<file path="src/rtl/mem_port_arbiter.sv">
// mem_port_arbiter: two-port round-robin arbiter and sequencer for a bank of
// WORDS byte-writable 32-bit words sharing one read bus. Port 0 is fetch
// (word loads only), port 1 is load/store. One access is in flight at a time.
// Optional feature macro: MEM_PORT_ARBITER_MISALIGN_TRAP_EN
//   defined   -> misaligned half/word accesses fault (no write, err=1)
//   undefined -> misaligned half/word addresses are force-aligned
module mem_port_arbiter #(
  parameter int unsigned WORDS     = 64,
  parameter logic [31:0] BASE_ADDR = 32'h0000_0000
) (
  input  logic             clk,
  input  logic             reset,
  input  logic             p0_req_valid,
  output logic             p0_req_ready,
  input  logic [31:0]      p0_addr,
  output logic             p0_rsp_valid,
  input  logic             p0_rsp_ready,
  output logic [31:0]      p0_rdata,
  output logic             p0_rsp_err,
  input  logic             p1_req_valid,
  output logic             p1_req_ready,
  input  logic [31:0]      p1_addr,
  input  logic             p1_we,
  input  logic [1:0]       p1_size,
  input  logic [31:0]      p1_wdata,
  output logic             p1_rsp_valid,
  input  logic             p1_rsp_ready,
  output logic [31:0]      p1_rdata,
  output logic             p1_rsp_err,
  output logic [WORDS-1:0] mem_word_sel,
  output logic [3:0]       mem_write_enable,
  output logic [31:0]      mem_write_value,
  input  logic [31:0]      mem_read_value
);

  localparam logic [1:0] S_IDLE   = 2'd0;
  localparam logic [1:0] S_ACCESS = 2'd1;
  localparam logic [1:0] S_RESP   = 2'd2;

  localparam logic [1:0] SZ_BYTE = 2'd0;
  localparam logic [1:0] SZ_HALF = 2'd1;
  localparam logic [1:0] SZ_WORD = 2'd2;
  localparam logic [1:0] SZ_RSVD = 2'd3;

  logic [1:0]  state_q, state_d;
  logic        port_q, port_d;
  logic        last_q, last_d;
  logic [31:0] addr_q, addr_d;
  logic        we_q, we_d;
  logic [1:0]  size_q, size_d;
  logic [31:0] wdata_q, wdata_d;
  logic [31:0] rdata_q, rdata_d;
  logic        err_q, err_d;

  logic [31:0]      off;
  logic [31:0]      idx;
  logic [1:0]       lane;
  logic             fault;
  logic [WORDS-1:0] sel_dec;
  logic [3:0]       mask_dec;
  logic [31:0]      wval_dec;
  logic [31:0]      rd_shift;
  logic [31:0]      rd_data;
  logic             grant0;
  logic             grant1;

  // Decode the latched request: word index, byte lane, fault, masks, load data
  always_comb begin
    off   = addr_q - BASE_ADDR;
    idx   = off >> 2;
    fault = (addr_q < BASE_ADDR) || (idx >= WORDS) || (size_q == SZ_RSVD);
`ifdef MEM_PORT_ARBITER_MISALIGN_TRAP_EN
    lane = addr_q[1:0];
    if (((size_q == SZ_HALF) && addr_q[0]) ||
        ((size_q == SZ_WORD) && (addr_q[1:0] != 2'b00))) begin
      fault = 1'b1;
    end
`else
    case (size_q)
      SZ_HALF: lane = {addr_q[1], 1'b0};
      SZ_WORD: lane = 2'b00;
      default: lane = addr_q[1:0];
    endcase
`endif
    sel_dec = '0;
    for (int unsigned i = 0; i < WORDS; i++) begin
      sel_dec[i] = (idx == 32'(i));
    end
    rd_shift = mem_read_value >> {lane, 3'b000};
    case (size_q)
      SZ_BYTE: begin
        mask_dec = 4'b0001 << lane;
        wval_dec = {4{wdata_q[7:0]}};
        rd_data  = rd_shift & 32'h0000_00FF;
      end
      SZ_HALF: begin
        mask_dec = 4'b0011 << lane;
        wval_dec = {2{wdata_q[15:0]}};
        rd_data  = rd_shift & 32'h0000_FFFF;
      end
      default: begin
        mask_dec = 4'b1111;
        wval_dec = wdata_q;
        rd_data  = rd_shift;
      end
    endcase
  end

  // Round-robin winner: a lone requester wins, a tie goes to the port not granted last
  assign grant0 = p0_req_valid && (!p1_req_valid || last_q);
  assign grant1 = p1_req_valid && (!p0_req_valid || !last_q);

  // Next-state and combinational outputs of the IDLE -> ACCESS -> RESP sequencer
  always_comb begin
    state_d          = state_q;
    port_d           = port_q;
    last_d           = last_q;
    addr_d           = addr_q;
    we_d             = we_q;
    size_d           = size_q;
    wdata_d          = wdata_q;
    rdata_d          = rdata_q;
    err_d            = err_q;
    p0_req_ready     = 1'b0;
    p1_req_ready     = 1'b0;
    mem_word_sel     = '0;
    mem_write_enable = 4'b0000;
    mem_write_value  = 32'h0;
    if (!reset) begin
      case (state_q)
        S_IDLE: begin
          if (grant0) begin
            p0_req_ready = 1'b1;
            port_d       = 1'b0;
            last_d       = 1'b0;
            addr_d       = p0_addr;
            we_d         = 1'b0;
            size_d       = SZ_WORD;
            wdata_d      = 32'h0;
            state_d      = S_ACCESS;
          end else if (grant1) begin
            p1_req_ready = 1'b1;
            port_d       = 1'b1;
            last_d       = 1'b1;
            addr_d       = p1_addr;
            we_d         = p1_we;
            size_d       = p1_size;
            wdata_d      = p1_wdata;
            state_d      = S_ACCESS;
          end
        end
        S_ACCESS: begin
          if (!fault) begin
            mem_word_sel = sel_dec;
            if (we_q) begin
              mem_write_enable = mask_dec;
              mem_write_value  = wval_dec;
            end
          end
          rdata_d = fault ? 32'h0 : rd_data;
          err_d   = fault;
          state_d = S_RESP;
        end
        S_RESP: begin
          if (port_q ? p1_rsp_ready : p0_rsp_ready) begin
            state_d = S_IDLE;
          end
        end
        default: state_d = S_IDLE;
      endcase
    end
  end

  // State and request/response registers
  always_ff @(posedge clk) begin
    if (reset) begin
      state_q <= S_IDLE;
      port_q  <= 1'b0;
      last_q  <= 1'b1;
      addr_q  <= 32'h0;
      we_q    <= 1'b0;
      size_q  <= SZ_BYTE;
      wdata_q <= 32'h0;
      rdata_q <= 32'h0;
      err_q   <= 1'b0;
    end else begin
      state_q <= state_d;
      port_q  <= port_d;
      last_q  <= last_d;
      addr_q  <= addr_d;
      we_q    <= we_d;
      size_q  <= size_d;
      wdata_q <= wdata_d;
      rdata_q <= rdata_d;
      err_q   <= err_d;
    end
  end

  assign p0_rsp_valid = (state_q == S_RESP) && !port_q;
  assign p1_rsp_valid = (state_q == S_RESP) && port_q;
  assign p0_rdata     = port_q ? 32'h0 : rdata_q;
  assign p1_rdata     = port_q ? rdata_q : 32'h0;
  assign p0_rsp_err   = !port_q && err_q;
  assign p1_rsp_err   = port_q && err_q;

endmodule

</file>
<file path="config.mk">
export PLATFORM = sky130hd
export DESIGN_NAME = mem_port_arbiter
export DESIGN_NICKNAME = d
export VERILOG_FILES = /design/src/rtl/mem_port_arbiter.sv
export SDC_FILE = /design/constraint.sdc
export NUM_CORES = 1
export LEC_CHECK = 0
export ABC_AREA = 1
export BUFFER_PORTS_ARGS = -buffer_cell sky130_fd_sc_hd__buf_2
export CAP_MARGIN = 20
export CORE_AREA = 2 2 121 123
export DETAILED_ROUTE_END_ITERATION = 16
export DIE_AREA = 0 0 123 125
export PLACE_DENSITY_LB_ADDON = 0.15
export SLEW_MARGIN = 20
export SYNTH_ARGS = -nofsm -noshare
export SYNTH_HDL_FRONTEND = slang
export SYNTH_SLANG_ARGS = --single-unit
</file>
<file path="constraint.sdc">
create_clock -name clk -period 3.42 [get_ports clk]
set_clock_uncertainty 0.15 [all_clocks]
set_input_delay 0.684 -clock clk [delete_from_list [all_inputs] [get_ports clk]]
set_output_delay 0.684 -clock clk [all_outputs]
set_load 0.005 [all_outputs]
</file>
==> summary.txt, run 1 <==
Synth
  • Most frequent cells after synthesis: nand2_1, nor2_1, inv_1, dfxtp_1, o21ai_0
  • Top cell type's share of synthesized area: 0.316
  • Synth Instances: 1111
  • Seq cells post-synth: 104
  • Mean post-synth cell area: 5.94 µm²
  • Main area contributors after synthesis: dfxtp_1, nand2_1, nor2_1
  • Mapped Area: 6600 µm²
  • Sequential share of the synthesized area: 0.316
  • EDFF count, synth: 0
  • Post-synth ARST share: 0
  • Synth cell types: 36
  • Mapped Nets: 1251
  • Cell taking the most area after synthesis: dfxtp_1
  • Most frequent cell after synthesis: nand2_1
  • Top_reg_cell synth: dfxtp_1
  • Synth Warn #: 0

Routing
  • WL per Instance: 13.0 µm
  • Via count: 7503
  • DRC viols: 0
  • Detail Route Antenna Nets: 0
  • Iteration-0 DRC Markers: 549
  • Pre-antenna DRT Iters: 4
  • Final wirelength: 20.3 mm
  • DR vias/cell: 4.82

Floorplanning
  • DIE WIDTH: 123 µm
  • Core ar.: 14200 µm²
  • Cell Rows: 44
  • Die area: 15400 µm²
  • IO Pins: 307
  • Die height: 125 µm
  • Initial Util: 0.465

Timing
  • Peak Freq: 0.323 GHz
  • Period utilization: 0.905
  • Final TNS setup: 0 ns
  • RSZ-0062 raised after global routing: no
  • Endpoints failing setup: 0
  • Relative slew slack: 0.432
  • Final Hold Violating Endpoints: 0
  • Worst slew pin tran: 0.851 ns
  • Final Max Slew Viols: 0
  • Fin crit period: 3.09 ns

Setup path
  • CP Launch Type: register
  • CP required: 2.59 ns
  • Crit path arrival time: 2.26 ns
  • Crit end category: primary output
  • WS Path Type: register to primary output
  • CP Max Fanout: 36

GRT
  • First-pass GRT wire length: 31.1 mm
  • Grt ovf: 0
  • Initial antenna violation count: 0
  • Vias in the first global route: 6346
  • Pin count of the biggest net entering global routing: 48
  • Total GRT Usage: 0.252

Job
  • Max-Cap Viols: 0

Clock network
  • H-tree Lvls: 3
  • CTS Buf Count: 9
  • CTS root buf: clkbuf_16
  • Clock-pin slew on the worst setup and hold paths: 0.06 ns
  • TritonCTS clock tree: yes
  • Clock Tree Buf Depth: 2
  • Worst skew pair latency: 0.35 ns
  • Clock sink count: 104

Placement
  • Hpwl dp: 15.4 mm
  • Dpl cell area: 8090 µm²
  • I/O Buffers: 306
  • Final RePlAce weighted congestion: 0.958

Finish
  • Area grow syn2layout: 27.0%
  • Total Nets Final: 1510
  • Antenna Cells: 0
  • Fraction of layout cells with a size suffix above 1: 0.286
  • Final Core Density: 0.590
  • Final instance area: 8380 µm²

Pwr
  • Worst IR Drop VDD: 0.000222 V
  • P_leak: 4.46 nW
  • PD cells: 394 nW/µm²

Run status
  • Outcome: finished, final reports clean

Min path
  • Hold Path Class: register to register
-- sequential cells by signal, indices dropped and copies added (netlist names), 2 cells and up --
signal and cells:
wdata_q 32, size_q 2, rdata_q 32, addr_q 32, state_q 2
-- path summary, 6_finish.rpt --
| kind | depth (start not counted) | endpoint | slack (ns) | from |
|---|---|---|---|---|
| hold / removal | 2 | addr_q[24] | 0.30 | addr_q[24] |
| hold reg to reg | 2 | addr_q[24] | 0.30 | addr_q[24] |
| setup / recovery | 7 | mem_write_enable[0] | 0.33 | size_q[0] |
| setup reg to reg | 8 | rdata_q[23] | 1.07 | size_q[0] |
-- cells in the final DEF, fill, tap and decap left out, drive strengths merged --
cell | Yosys | final
a21oi | 59 | 59
a22oi | 34 | 34
a31oi | 1 | 1
and2 | 8 | 8
buf | 39 | 319
bufinv | 0 | 1
clkbuf | 32 | 13
clkinv | 1 | 1
dfxtp | 104 | 104
ha | 3 | 3
inv | 111 | 112
nand2 | 313 | 313
nand3 | 45 | 45
nand3b | 1 | 1
nand4 | 2 | 2
nor2 | 300 | 300
nor3 | 1 | 1
nor4 | 1 | 1
o211ai | 1 | 1
o21ai | 53 | 53
or2 | 2 | 2
-- power breakdown --
part / total (mW) / switching, mW / internal [mW]
Sequential: 1.39 / 0.0801 / 1.31
Combinational: 0.880 / 0.588 / 0.292
Clock: 1.03 / 0.446 / 0.588
-- stage by stage --
step	setup slack (ns)	hold WS, ns	total power [mW]	std cells
floorplan	0.971	0.279	2.07	1111
global placement	0.540	0.292	2.28	1543
detailed placement	0.422	0.298	2.29	1543
CTS	0.0411	0.307	3.32	1558
global route	0.0998	0.342	3.50	1558
finish	0.326	0.302	3.30	1558
-- kinds of logic after synthesis --
logic type	Yosys count	synth area share
simple gates	673	0.422
buf+inv	183	0.120
compound gates	148	0.137
flops	104	0.316
fa+ha+maj	3	0.00569
-- critical path, stage by stage, from the launching register on --
cell and delay [ns]:
dfxtp_1 0.34, ha_1 0.20, nor3_1 0.12, nand3b_1 0.19, nor2_8 0.31, nand3_4 0.36
a21oi_1 0.23, buf_2 0.14
-- repair_timing --
action / in CTS / in global routing
buffers inserted: 0 / 0
gates resized for setup: 0 / 1
hold buffers: 0 / 0
setup endpoints to repair: 0 / 11
-- metal layers --
metal / up-vias / routed length, µm / GRT usage
met1: 3284 / 9100 / 0.337
met4: 0 / 393 / 0.0762
met5: - / 0 / 0
met3: 35 / 1200 / 0.0370
met2: 252 / 9600 / 0.419
li1: 3932 / - / -
-- area by class of cell --
| class | count | area (µm²) |
|---|---|---|
| inverters | 112 | 425 |
| fillers | 1503 | 5820 |
| well taps | 184 | 230 |
| multi-input cells | 824 | 3720 |
| clock buffers | 13 | 250 |
| flip-flops and latches | 104 | 2080 |
| repair buffers | 319 | 1630 |
| clock inverters | 2 | 38.8 |
Note: power is estimated with default switching activity, not from simulation.
==> run 2, diff against run 1 <==
Settings changed: REMOVE_ABC_BUFFERS set to 1.
==> summary.txt, run 2 (synthesized netlist as in run 1, its figures left out) <==
Routing
  • Via count: 7479
  • Detail Route Antenna Nets: 0
  • WL per Instance: 12.3 µm
  • Pre-antenna DRT Iters: 5
  • Final wirelength: 19.2 mm
  • Iteration-0 DRC Markers: 479
  • DR vias/cell: 4.79
  • DRC viols: 0

Clock network
  • CTS root buf: clkbuf_16
  • Clock sink count: 104
  • TritonCTS clock tree: yes
  • # Post-CTS Setup Buffers: 0
  • H-tree Lvls: 3
  • CTS Hold Bufs: 0
  • Post-CTS resize count: 0
  • CTS Buf Count: 9
  • Worst skew pair latency: 0.34 ns
  • Clock Tree Buf Depth: 2
  • Clock-pin slew on the worst setup and hold paths: 0.07 ns

Setup path
  • RR Startpoint: size_q[0]
  • CP Max Fanout: 36
  • Crit path arrival time: 2.37 ns
  • WS Path Type: register to primary output
  • Setup crit start: size_q[0]
  • Crit end category: primary output
  • CP Launch Type: register
  • CP required: 2.59 ns

Timing
  • Final Hold Violating Endpoints: 0
  • Fin crit period: 3.21 ns
  • Endpoints failing setup: 0
  • Relative slew slack: 0.395
  • RSZ-0062 raised after global routing: no
  • Peak Freq: 0.312 GHz
  • Period utilization: 0.938
  • Final Max Slew Viols: 0
  • Worst slew pin tran: 0.907 ns

Min path
  • Hold Path Class: register to register
  • Worst Min Path Start: addr_q[22]

Finish
  • Area of the multi-input gates: 3720 µm²
  • Most frequent cells in the layout: buf_2, nand2_1, nor2_1, inv_1, dfxtp_1
  • Fraction of layout cells with a size suffix above 1: 0.289
  • Biggest regs: addr_q: 32 flops, rdata_q: 32 flops, wdata_q: 32 flops
  • Final Core Density: 0.591
  • Total Nets Final: 1511
  • FILL cells: 1523
  • Antenna Cells: 0
  • Register area: 2080 µm²
  • Commonest non-fill, non-tap cell in the layout: buf_2
  • Area grow syn2layout: 27.2%

Job
  • Max-Cap Viols: 0

GRT
  • Initial antenna violation count: 0
  • Grt ovf: 0
  • Pin count of the biggest net entering global routing: 67
  • First-pass GRT wire length: 30.6 mm
  • GR Util met1: 0.323
  • Grt met3 use: 0.0388
  • Total GRT Usage: 0.242
  • GR peak layer: met2
  • Vias in the first global route: 6422
  • Grt met2 use: 0.395

Floorplanning
  • Core ar.: 14200 µm²
  • IO Pins: 307
  • Die height: 125 µm
  • Die area: 15400 µm²
  • Cell Rows: 44
  • Initial Util: 0.465
  • DIE WIDTH: 123 µm

Pwr
  • Worst IR Drop VDD: 0.000214 V
  • Overall Power: 3.26 mW
  • P_leak: 4.47 nW
  • PD cells: 389 nW/µm²

Run status
  • Outcome: finished, final reports clean

Placement
  • Final RePlAce weighted congestion: 0.800
  • I/O Buffers: 306
  • Hpwl dp: 13.9 mm
==> run 2: cell type report <==
class / count / share of cell area
sequential: 104 / 0.248
tap: 184 / 0.0274
clock inverter: 5 / 0.00462
timing repair buffer: 320 / 0.195
multi-input combinational: 824 / 0.444
clock buffer: 11 / 0.0301
inverter: 112 / 0.0507
==> run 2: critical path, cell delays in order (launching register included) <==
cell and delay, ns:
dfxtp_1 0.34, ha_1 0.21, nor3_1 0.14, nand3b_1 0.20, nor2_8 0.31, nand3_4 0.38, nor2_1 0.28, buf_2 0.15
==> run 2: report_power, final <==
part           leakage, nW  internal, mW  switching, mW
combinational         3.48         0.294          0.573
sequential           0.851          1.31         0.0771
clock                0.143         0.540          0.469
total                 4.47          2.14           1.12
==> run 2: final timing paths <==
check,slack (ns),cells past startpoint,endpoint
max,0.21,7,mem_write_value[1]
min,0.30,2,addr_q[22]
max reg2reg,1.09,9,rdata_q[16]
min reg2reg,0.30,2,addr_q[22]
==> run 2: routing by layer <==
metal | part of all wire | wire length, µm
met5 | 0 | 0
met4 | 0.019 | 369
met1 | 0.45 | 8620
met3 | 0.060 | 1150
met2 | 0.47 | 9030
==> run 2: metrics by stage <==
stage	TNS [ns]	instances	instance area [µm²]	worst slack (ns)	hold slack, ns
detailed placement	0	1544	8100	0.554	0.298
global placement	0	1544	8100	0.566	0.293
global route	0	1560	8390	0.00238	0.333
floorplan	-5.38	1040	6230	-0.250	0.281
finish	0	1560	8390	0.212	0.305
CTS	0	1560	8390	0.166	0.308
==> run 3, diff against run 2 <==
Settings changed: ABC_AREA 1 to 0, CORE_AREA 2 2 121 123 to 2 2 119 121, DIE_AREA 0 0 123 125 to 0 0 121 123.
==> summary.txt, run 3 <==
Setup path
  • WS Path Type: register to primary output
  • Critical path's largest stage delay: 0.72 ns
  • Slowest library cell on the worst path: or4_2
  • Critical path cell sequence: or4_2 > nor4_4 > buf_4 > nand3_2 > buf_6 > a21oi_1 > buf_2
  • CP Max Fanout: 36
  • Reg2Reg Capture Point: rdata_q[8]
  • Crit path to: mem_write_value[10]
  • WP buf/inv: 3
  • CP required: 2.59 ns
  • Crit path arrival time: 2.44 ns
  • Setup crit start: addr_q[14]
  • RR Startpoint: size_q[1]
  • CP Launch Type: register
  • Reg2Reg Depth: 6
  • Critical path depth: 7
  • Critical path's top delay family: simple AND/OR/NAND/NOR gates
  • Internal reg-to-reg setup slack: 0.73 ns
  • Crit end category: primary output

Pwr
  • Int Pwr: 2.07 mW
  • Clock share of power: 0.333
  • Worst IR Drop VDD: 0.000243 V
  • P_leak: 3.88 nW
  • Switching Power: 900 µW
  • Combinational Power Share: 0.206
  • Overall Power: 2.97 mW
  • PD cells: 375 nW/µm²
  • Sw Share: 0.303
  • Share of power burned in registers: 0.461

Finish
  • Area grow syn2layout: 34.2%
  • Register area: 2080 µm²
  • Fraction of layout cells with a size suffix above 1: 0.355
  • Area of the multi-input gates: 3530 µm²
  • Final instance area: 7920 µm²
  • Total Nets Final: 1169
  • FILL cells: 1323
  • Most frequent cells in the layout: buf_2, nor2_1, dfxtp_1, nand2_1, a211oi_1
  • Biggest regs: addr_q: 32 flops, rdata_q: 32 flops, wdata_q: 32 flops
  • Commonest non-fill, non-tap cell in the layout: buf_2

GRT
  • Vias in the first global route: 5375
  • Total GRT Usage: 0.237
  • First-pass GRT wire length: 28.0 mm
  • Pin count of the biggest net entering global routing: 70
  • Grt ovf: 0
  • Initial antenna violation count: 1

Timing
  • Endpoints failing setup: 0
  • Final worst slack: 0.149 ns
  • Fin crit period: 3.27 ns
  • Final Max Slew Viols: 0
  • Peak Freq: 0.306 GHz
  • RSZ-0062 raised after global routing: no
  • Period utilization: 0.957
  • Relative slew slack: 0.349
  • Worst slew pin tran: 0.976 ns
  • Final Hold Violating Endpoints: 0

Placement
  • Place WS: 0.335 ns
  • Hpwl dp: 13.6 mm
  • Final RePlAce weighted congestion: 0.828
  • Dpl cell area: 7620 µm²
  • I/O Buffers: 306

Floorplanning
  • Die height: 123 µm
  • DIE WIDTH: 121 µm
  • Core ar.: 13600 µm²
  • Initial Util: 0.434
  • IO Pins: 307
  • Die area: 14900 µm²
  • Cell Rows: 43

Synth
  • Seq cells post-synth: 104
  • Top_reg_cell synth: dfxtp_1
  • Most frequent cells after synthesis: nor2_1, dfxtp_1, nand2_1, a211oi_1, clkbuf_1
  • EDFF count, synth: 0
  • Most frequent cell after synthesis: nor2_1
  • Sequential share of the synthesized area: 0.353
  • Post-synth ARST share: 0
  • Synth Instances: 748
  • Mean post-synth cell area: 7.90 µm²
  • Mapped Area: 5910 µm²
  • Top cell type's share of synthesized area: 0.353
  • Main area contributors after synthesis: dfxtp_1, nor2_1, mux2i_1
  • Cell taking the most area after synthesis: dfxtp_1
  • Synth Warn #: 0
  • Synth cell types: 46

Routing
  • Iteration-0 DRC Markers: 402
  • WL per Instance: 15.2 µm
  • DR vias/cell: 5.15
  • Via count: 6252
  • Final wirelength: 18.5 mm
  • Pre-antenna DRT Iters: 5
  • DRC viols: 0
  • Detail Route Antenna Nets: 0

Min path
  • Hold Path Class: register to register

Clock network
  • H-tree Lvls: 3
  • CTS Buf Count: 9
  • TritonCTS clock tree: yes
  • Clock-pin slew on the worst setup and hold paths: 0.07 ns
  • CTS root buf: clkbuf_16
  • Worst skew pair latency: 0.35 ns
  • Clock sink count: 104
  • Clock Tree Buf Depth: 2

Job
  • Max-Cap Viols: 0

Run status
  • Outcome: finished, final reports clean
-- run 3: cell types whose count changed in the layout (fill, tap and decap cells not counted), sizes merged, moves of 36 or more --
| cell | previous run | this run |
|---|---|---|
| nand2 | 313 | 76 |
| nor2 | 300 | 117 |
| inv | 113 | 22 |
| a211oi | 0 | 49 |
| nor2b | 0 | 47 |
| o21ai | 53 | 11 |
| mux2i | 0 | 41 |
| a21oi | 59 | 23 |
-- run 3: layout make-up --
class | instances | share of cell area
Antenna cell | 1 | 0.000316
Clock buffer | 11 | 0.0306
Clock inverter | 5 | 0.00505
Inverter | 20 | 0.00947
Multi-Input combinational cell | 563 | 0.446
Sequential cell | 104 | 0.263
Tap cell | 180 | 0.0284
Timing Repair Buffer | 331 | 0.217
-- run 3: logic make-up (layout without fill, tap and decap cells) --
family | count (synthesis) | in the layout | synth area share
other | 0 | 1 | 0
muxes | 41 | 41 | 0.0695
and+or+nand+nor | 340 | 340 | 0.294
DFF | 104 | 104 | 0.353
buffers and inverters | 81 | 367 | 0.0538
AOI/OAI and AO/OA | 179 | 179 | 0.224
adders and majority gates | 3 | 3 | 0.00636
-- run 3: how the worst min path moves through the flow --
stage,from,endpoint,slack (ns),cells after the start
5_1_grt,wdata_q[22],wdata_q[22],0.35,1
2_1_floorplan,rdata_q[22],rdata_q[22],0.28,2
4_1_cts,rdata_q[17],rdata_q[17],0.32,2
3_5_place_dp,wdata_q[25],wdata_q[25],0.30,1
6_report,rdata_q[22],rdata_q[22],0.32,2
3_3_place_gp,rdata_q[17],rdata_q[17],0.29,2
-- run 3: power by group through the flow --
stage	Sequential [mW]	Clock [mW]	Combinational (mW)
after floorplan	1.38	0	0.369
after global placement	1.39	0	0.607
after detailed placement	1.40	0	0.609
after CTS	1.37	1.01	0.613
after global routing	1.38	1.06	0.679
final	1.37	0.988	0.612
-- run 3: repair_timing --
item / 4_1_cts / 5_1_grt
buffers inserted: 0 / 1
pin swaps: 1 / 1
hold buffers: 0 / 0
endpoints found under the hold margin: 0 / 0
setup endpoints to repair: 16 / 94
gates resized for setup: 2 / 0
-- run 3: tightest hold or removal path: cells and delay by family, from the launching register on --
family	cells	cell delay (ns)
flops	1	0.34
simple gates	1	0.05
compound gates	1	0.06
-- run 3: stage by stage --
stage	std cells	hold slack, ns	setup TNS, ns	util
after global routing	1215	0.346	0	0.582
after detailed placement	1197	0.304	0	0.560
after floorplan	687	0.281	-4.41	-
final	1215	0.319	0	0.582
after CTS	1213	0.323	0	0.581
after global placement	1197	0.294	0	0.560
-- run 3: layer usage --
layer	global-route usage	vias up	routed length, µm
met1	0.312	2792	8010
met5	0	-	0
met4	0.0785	0	315
li1	-	3208	-
met2	0.396	232	8960
met3	0.0392	20	1190
